<file path="config.mk">
export PLATFORM = sky130hd
export DESIGN_NAME = mux_nch_rr
export DESIGN_NICKNAME = d
export VERILOG_FILES = /design/src/rtl/mux_nch_rr.sv
export SDC_FILE = /design/constraint.sdc
export NUM_CORES = 1
export LEC_CHECK = 0
export ABC_AREA = 1
export CORE_MARGIN = 2
export CORE_UTILIZATION = 38
export CTS_BUF_LIST = sky130_fd_sc_hd__clkbuf_8
export DETAILED_ROUTE_END_ITERATION = 7
export GPL_TIMING_DRIVEN = 0
export PLACE_DENSITY = 0.8
export SYNTH_ARGS = -nofsm -noshare
export SYNTH_HDL_FRONTEND = slang
export SYNTH_SLANG_ARGS = --single-unit
export TNS_END_PERCENT = 5
</file>
<file path="constraint.sdc">
create_clock -name clk -period 2.5 [get_ports clk]
set_clock_uncertainty 0.15 [all_clocks]
set_input_delay 0.5 -clock clk [delete_from_list [all_inputs] [get_ports clk]]
set_output_delay 0.5 -clock clk [all_outputs]
set_load 0.03 [all_outputs]
</file>
<file path="src/rtl/mux_nch_rr.sv">
// mux_nch_rr: N-channel valid/ready multiplexer with a one-word output register.
// Two selection modes share the same datapath:
//   mode=0 : fixed select, the channel named by 'sel' (out-of-range sel selects nothing)
//   mode=1 : round-robin, first valid channel at or after 'ptr', wrapping
// Ports:
//   clk, reset            - single clock, synchronous active-high reset
//   in_data  [NUM_IN*WIDTH] - packed channel words, channel i at [i*WIDTH +: WIDTH]
//   in_valid [NUM_IN]     - per-channel offer
//   in_ready [NUM_IN]     - one-hot (or zero) transfer grant, combinational
//   sel, mode             - selection controls
//   out_data, out_chan, out_valid / out_ready - registered output handshake
//   xfer_count [16]       - wrapping count of accepted input words
module mux_nch_rr #(
    parameter int WIDTH  = 32,
    parameter int NUM_IN = 5,
    parameter int SEL_W  = 3
) (
    input  logic                    clk,
    input  logic                    reset,
    input  logic [NUM_IN*WIDTH-1:0] in_data,
    input  logic [NUM_IN-1:0]       in_valid,
    output logic [NUM_IN-1:0]       in_ready,
    input  logic [SEL_W-1:0]        sel,
    input  logic                    mode,
    output logic [WIDTH-1:0]        out_data,
    output logic [SEL_W-1:0]        out_chan,
    output logic                    out_valid,
    input  logic                    out_ready,
    output logic [15:0]             xfer_count
);

    logic [SEL_W-1:0] ptr;
    logic [SEL_W-1:0] candIdx;
    logic             candFound;
    logic             canLoad;
    logic             xfer;
    logic [WIDTH-1:0] selWord;
    logic [SEL_W-1:0] ptrNext;

    assign canLoad = !out_valid || out_ready;

    // Candidate choice. Round-robin is done as two descending sweeps so the
    // lowest index wins each: the first finds the lowest valid channel overall
    // (the wrap-around case), the second overrides it with the lowest valid
    // channel at or above ptr when one exists.
    always_comb begin
        candFound = 1'b0;
        candIdx   = '0;
        if (!mode) begin
            for (int i = 0; i < NUM_IN; i++) begin
                if (sel == SEL_W'(i) && in_valid[i]) begin
                    candFound = 1'b1;
                    candIdx   = SEL_W'(i);
                end
            end
        end else begin
            for (int i = NUM_IN - 1; i >= 0; i--) begin
                if (in_valid[i]) begin
                    candFound = 1'b1;
                    candIdx   = SEL_W'(i);
                end
            end
            for (int i = NUM_IN - 1; i >= 0; i--) begin
                if (in_valid[i] && SEL_W'(i) >= ptr) begin
                    candIdx = SEL_W'(i);
                end
            end
        end
    end

    assign xfer = candFound && canLoad && !reset;

    always_comb begin
        in_ready = '0;
        selWord  = '0;
        for (int i = 0; i < NUM_IN; i++) begin
            if (candIdx == SEL_W'(i)) begin
                in_ready[i] = xfer;
                selWord     = in_data[i*WIDTH +: WIDTH];
            end
        end
    end

    assign ptrNext = (candIdx == SEL_W'(NUM_IN - 1)) ? '0 : candIdx + SEL_W'(1);

    always_ff @(posedge clk) begin
        if (reset) begin
            out_valid  <= 1'b0;
            out_data   <= '0;
            out_chan   <= '0;
            ptr        <= '0;
            xfer_count <= '0;
        end else if (xfer) begin
            out_valid  <= 1'b1;
            out_data   <= selWord;
            out_chan   <= candIdx;
            ptr        <= ptrNext;
            xfer_count <= xfer_count + 16'd1;
        end else if (canLoad) begin
            // Drained with nothing to replace it; data/chan keep their last values.
            out_valid <= 1'b0;
        end
    end

endmodule

</file>
---- After elaboration in Yosys (flattened, before gate mapping) ----
Cells that the tools add are included.
word-level totals
  flip-flop bits (word level) ............. 55
  memory bits (writable) .................. 0
  memories kept ........................... 0
  bits in read-only memories .............. 0
  latch bits .............................. 0
  input bits .............................. 172
  output and inout bits ................... 57
  word-level logic and storage cells ...... 77
operators by class
  mux-type cells .......................... 39
  shift operators ......................... 0
  magnitude comparators ................... 5
  reduce and logical (&&, ||, !) cells .... 18
  div/mod/pow operators ................... 0
  $add $sub $neg .......................... 2
  bitwise operators ....................... 0
  equality and inequality tests ........... 8
  multipliers ............................. 0
operator list
  cell                                                                                 count
  32-bit 2-to-1 mux                                                                    5
  3-bit 2-to-1 mux                                                                     15
  1-bit 2-to-1 mux                                                                     19
  16-bit by 1-bit adder with 16-bit output (second input constant)                     1
  3-bit by 2-bit equality test with 1-bit output (second input constant)               4
  1-bit logical AND                                                                    12
  3-bit by 1-bit equality test with 1-bit output (second input constant)               2
  3-bit equality test (second input constant)                                          2
  1-bit by 3-bit greater-or-equal comparator with 1-bit output (first input constant)  2
  2-bit by 3-bit greater-or-equal comparator with 1-bit output (first input constant)  2
  3-bit zero test                                                                      2
  3-bit by 1-bit adder with 3-bit output (second input constant)                       1
  3-bit greater-or-equal comparator (first input constant)                             1
  1-bit zero test                                                                      2
  2-bit nonzero test                                                                   1
  1-bit logical OR                                                                     1

---- Logic depth before layout (Yosys ltp) ----
Gate-level depths: netlist of run 1.
  word-level depth ........................ 17
  mapped depth ............................ 18
  mapped depth without buffers ............ 15

---- Worst setup path after synthesis of run 1 ----
No wires, ideal clock.
  path kind ............................... input port to output port
  from .................................... input port in_valid[3]
  to ...................................... output port in_ready[1]
  arrival ................................. 2.300 ns
  data required time ...................... 1.850 ns
  path slack .............................. -0.450 ns
  stages on the path ...................... 10
  buffers on the path ..................... 2
  cells stage by stage .................... nor2_1 -> nor2_1 -> o211ai_1 -> o21ai_0 -> inv_1 -> ha_1 -> clkbuf_1 -> buf_1 -> nand2_1 -> nor2_1
on the way
  cells in the longest elaborated chain, start to end .. 12
  elaborated cells on any way between the ends .. 25
  classes of those cells .................. eq/ne (1); mux (20); reduce/logical (4)
ends and longest elaborated chain
  what                                                RTL line  source
  start, declared                                     21        input logic [NUM_IN-1:0] in_valid,
  3-bit 2-to-1 mux (4 in series)                      58        if (in_valid[i]) begin
  3-bit 2-to-1 mux (5 in series)                      64        if (in_valid[i] && SEL_W'(i) >= ptr) begin
  3-bit 2-to-1 mux (*)                                49        if (!mode) begin
  net candIdx[1]                                      33        logic [SEL_W-1:0] candIdx;
  3-bit by 1-bit equality test with 1-bit output (*)  77        if (candIdx == SEL_W'(i)) begin
  1-bit 2-to-1 mux (*)                                77
  end, declared                                       22        output logic [NUM_IN-1:0] in_ready,
The timed path passes the listed nets; every way through them passes the cells marked *.

---- Worst setup path after layout of run 1 ----
  from .................................... input port in_valid[3]
  to ...................................... output port in_ready[0]
on the way
  cells in the longest elaborated chain, start to end .. 12
  elaborated cells on any way between the ends .. 25
  classes of those cells .................. mux (20); reduce/logical (5)
ends and longest elaborated chain
  what                            RTL line
  3-bit 2-to-1 mux (4 in series)  58
  3-bit 2-to-1 mux (5 in series)  64
  3-bit 2-to-1 mux (*)            49
  net candIdx[0]                  33
  3-bit zero test (*)             77
  1-bit 2-to-1 mux (*)            77
Marks and branches as above.

==> results_dict.tcl, run 1 <==
set metrics [dict create \
    drt-vias-per-instance 5.016 \
    postSynth.asyncResetShare_pct 0 \
    grt_pass1_wl_mm 29.25 \
    synth-warning-count 0 \
    die_w_um 113.8 \
    grt_setup_unrepaired "true" \
    core.rowCount 40 \
    crit_type "in2out" \
    cpLargestDelayFamily "buffers and inverters" \
    routed_wire_length_per_instance_um 15.68 \
    synth.most_common_cell "sky130_fd_sc_hd__nand2_1" \
    end_kind "output port" \
    total_leakage_power_uw 0.003538 \
    grt_use_total_pct 28.44 \
    finalSetupViolations 11 \
    hold_vio_cnt_final 0 \
    grt_util_met1_pct 35.42 \
    critical_path_required_ns 1.85 \
    cts.clk_slew.worst_paths_ns 0.12 \
    numCtsBuffers 5 \
    path_buf_inv 5 \
    worst_skew_pair.late_latency_ns 0.33 \
    synth.top_cells.by_area "sky130_fd_sc_hd__dfxtp_1, sky130_fd_sc_hd__nand2_1, sky130_fd_sc_hd__a21oi_1" \
    synth_top_cell_by_area "sky130_fd_sc_hd__dfxtp_1" \
    floorplan.io_pins 229 \
    finalCriticalPeriod_ns 2.883 \
    post_synth.cell_area_avg_um2 5.578 \
    critPathSlowestCell "sky130_fd_sc_hd__clkdlybuf4s15_1" \
    worstPathCellList "clkdlybuf4s15_1 > a21oi_1 > nor2_1 > a21boi_1 > o21ai_1 > nand2_1 > nand2_2 > inv_2 > ha_1 > clkbuf_8 > clkbuf_16 > nand2_2 > nor2_4 > buf_6" \
    placement.io_buffers 228 \
    cp_max_fo 10 \
    cts_tree "done" \
    maximum_number_of_pins_on_one_net_before_global_route_repair 21 \
    synth_adder_area_share_pct 1.639 \
    finalPower_uw 3315 \
    timing.max_cap.violations 0 \
    finalNetCount 1251 \
    antenna_violations_before_repair 0 \
    timing.critical_path.from_type "input port" \
    final_area_um2 7605 \
    dieArea_um2 12940 \
    grt_pass1_vias 5856 \
    critPathArrivalTime_ns 2.23 \
    diodes 0 \
    synth_xor_area_share_pct 1.530 \
    place_area_um2 7098 \
    violated_checks "negative setup slack" \
    post_synth_instance_area_um2 4579 \
    layout-drive-gt1-share_pct 12.38 \
    globalRouteMet2Util_pct 50.86 \
    area.growth.synth_to_final_pct 66.07 \
    run_status "complete, but fails checks" \
    start_util_pct 38.61 \
    total_core_area_um2 11860 \
    synth_commonest_cells "sky130_fd_sc_hd__nand2_1, sky130_fd_sc_hd__inv_1, sky130_fd_sc_hd__a21oi_1, sky130_fd_sc_hd__nand3_1, sky130_fd_sc_hd__nor2_1" \
    ys_seq_elements 55 \
    hpwl_mm 14.31 \
    power_density_normalized_to_cell_area_nw_per_um2 435.9 \
    clock.fmax_mhz 346.8 \
    post-route-drc-count 0 \
    power.ir.vdd_worst_mv 0.2523 \
    cp_slowest_stage_delay_ns 0.24 \
    worst_slew_pin_slew_ns 0.5702 \
    clockRootBuffer "sky130_fd_sc_hd__clkbuf_8" \
    number_of_vias_after_detailed_routing 6125 \
    setup_slack_ns -0.3831 \
    synthSimpleGateAreaFrac_pct 38.99 \
    seq_area_frac_synth_pct 24.04 \
    deepest_clock_path_buffer_count 2 \
    post_cts_hold_buffer_count 0 \
    synth_top_flop_cell "sky130_fd_sc_hd__dfxtp_1" \
    detailedRoute.firstPassIterationCount 5 \
    synth-edff-count 0 \
    detail_route.wirelength_mm 19.14 \
    overflow_left_after_global_routing 0 \
    synth_cells 821 \
    drt.antenna.violating_nets 0 \
    final_max_slew_viol_count 0 \
    compound_gate_fraction_of_synth_area_pct 17.76 \
    die_h_um 113.8 \
    slew_headroom_pct 61.99 \
    hold_slack_ns 0.3556 \
    hold_path.class "reg2reg" \
    dominant_combinational_cell_family_by_area_after_synthesis "simple AND/OR/NAND/NOR gates" \
    top_area_cell_type_share_of_the_netlist_area_pct 24.04 \
    gr-max-usage-layer "met2" \
    cts.htree.levels 2 \
    drt_iter0_drc 379 \
    post_synth_num_cell_types 30 \
    synthesis.nets 999 \
    post-route-period-util_pct 115.3 \
    globalplace.congestion 0.9371 \
    pre_cts_ws_ns -1.498 \
    grt_util_met3_pct 3.507 \
    synthMuxAreaShare_pct 0 \
    clock_sinks 55 \
    timing.critical_path.mode_cell "sky130_fd_sc_hd__nand2_2" \
]
## final timing paths
path                       start              to  slack [ns]  depth (start not counted)
setup / recovery     in_valid[3]     in_ready[0]       -0.38                         14
hold / removal    xfer_count[15]  xfer_count[15]        0.36                          2
setup reg to reg          ptr[2]    out_data[23]       -0.03                         16
hold reg to reg   xfer_count[15]  xfer_count[15]        0.36                          2
## final cells by class
type / instances / area [µm²]
plain buffers: 57 / 444.2
clock buffers: 5 / 68.82
clock inverters: 3 / 31.28
fillers: 1141 / 4257
inverters: 124 / 467.9
multi-input cells: 585 / 2890
flip-flops and latches: 55 / 1110
well taps: 147 / 183.9
repair buffers: 245 / 2409
## per-stage QoR
step | std cells | setup TNS (ns) | utilization (%)
floorplan | 821 | -0.004505 | -
global placement | 1196 | -37.34 | 59.84
detailed placement | 1196 | -39.15 | 59.84
CTS | 1219 | -1.622 | 63.18
global route | 1221 | -6.720 | 64.11
finish | 1221 | -1.793 | 64.11
## tightest hold or removal path, cell delays in order (launching register included)
cell                      delay (ns)
sky130_fd_sc_hd__dfxtp_1        0.35
sky130_fd_sc_hd__nand2_1        0.07
sky130_fd_sc_hd__a21oi_1        0.05
## kinds of logic (layout without fill, tap and decap cells)
kind of cell | after synthesis | count (layout)
fa+ha+maj | 6 | 6
flops | 55 | 55
simple gates | 411 | 411
buf+inv | 181 | 434
xor+xnor | 8 | 8
compound gates | 160 | 160
## repair_timing
action,CTS,global route
endpoints found under the setup margin,39,37
pin swaps,14,11
buffers inserted,15,2
gates resized for setup,113,43
## registers in the layout, indices dropped and copies added, names as in the netlist
register	flops
out_data	32
ptr	3
xfer_count	16
out_chan	3
out_valid	1
## power breakdown
part           internal [µW]  leakage [µW]  switching [µW]
clock network            217     0.0000526             369
registers                975      0.000456            58.4
logic                    773       0.00303             924
## placed cells by master, fill, tap and decap left out, drive strengths merged
master / Yosys / final
nand3b: 1 / 1
dfxtp: 55 / 55
clkdlybuf4s15: 0 / 3
clkbuf: 24 / 28
a21oi: 110 / 110
o211ai: 1 / 1
o22ai: 1 / 1
ha: 6 / 6
nor2: 57 / 57
inv: 124 / 127
a21boi: 1 / 1
dlygate4sd2: 0 / 6
nor3: 11 / 11
nand3: 112 / 112
nor3b: 2 / 2
nand2: 225 / 225
xnor2: 5 / 5
o21ai: 46 / 46
clkdlybuf4s50: 0 / 213
nand4: 3 / 3
xor2: 3 / 3
a22oi: 1 / 1
buf: 33 / 57
## metal layers
metal | share of wire [%] | wire [µm]
met5 | 0 | 0
met4 | 3.1 | 588
met3 | 5.7 | 1085
met2 | 48 | 9268
met1 | 43 | 8198
Power figures use the tool's default switching activity.
==> inputs of run 2 (changes only) <==
--- a/config.mk
+++ b/config.mk
@@ -11,6 +11,7 @@
 export CTS_BUF_LIST = sky130_fd_sc_hd__clkbuf_8
 export DETAILED_ROUTE_END_ITERATION = 7
 export GPL_TIMING_DRIVEN = 0
+export HOLD_SLACK_MARGIN = 0.1
 export PLACE_DENSITY = 0.8
 export SYNTH_ARGS = -nofsm -noshare
 export SYNTH_HDL_FRONTEND = slang
==> results of run 2 <==
Same layout as run 1: the final DEF is identical, and so are final timing and power.
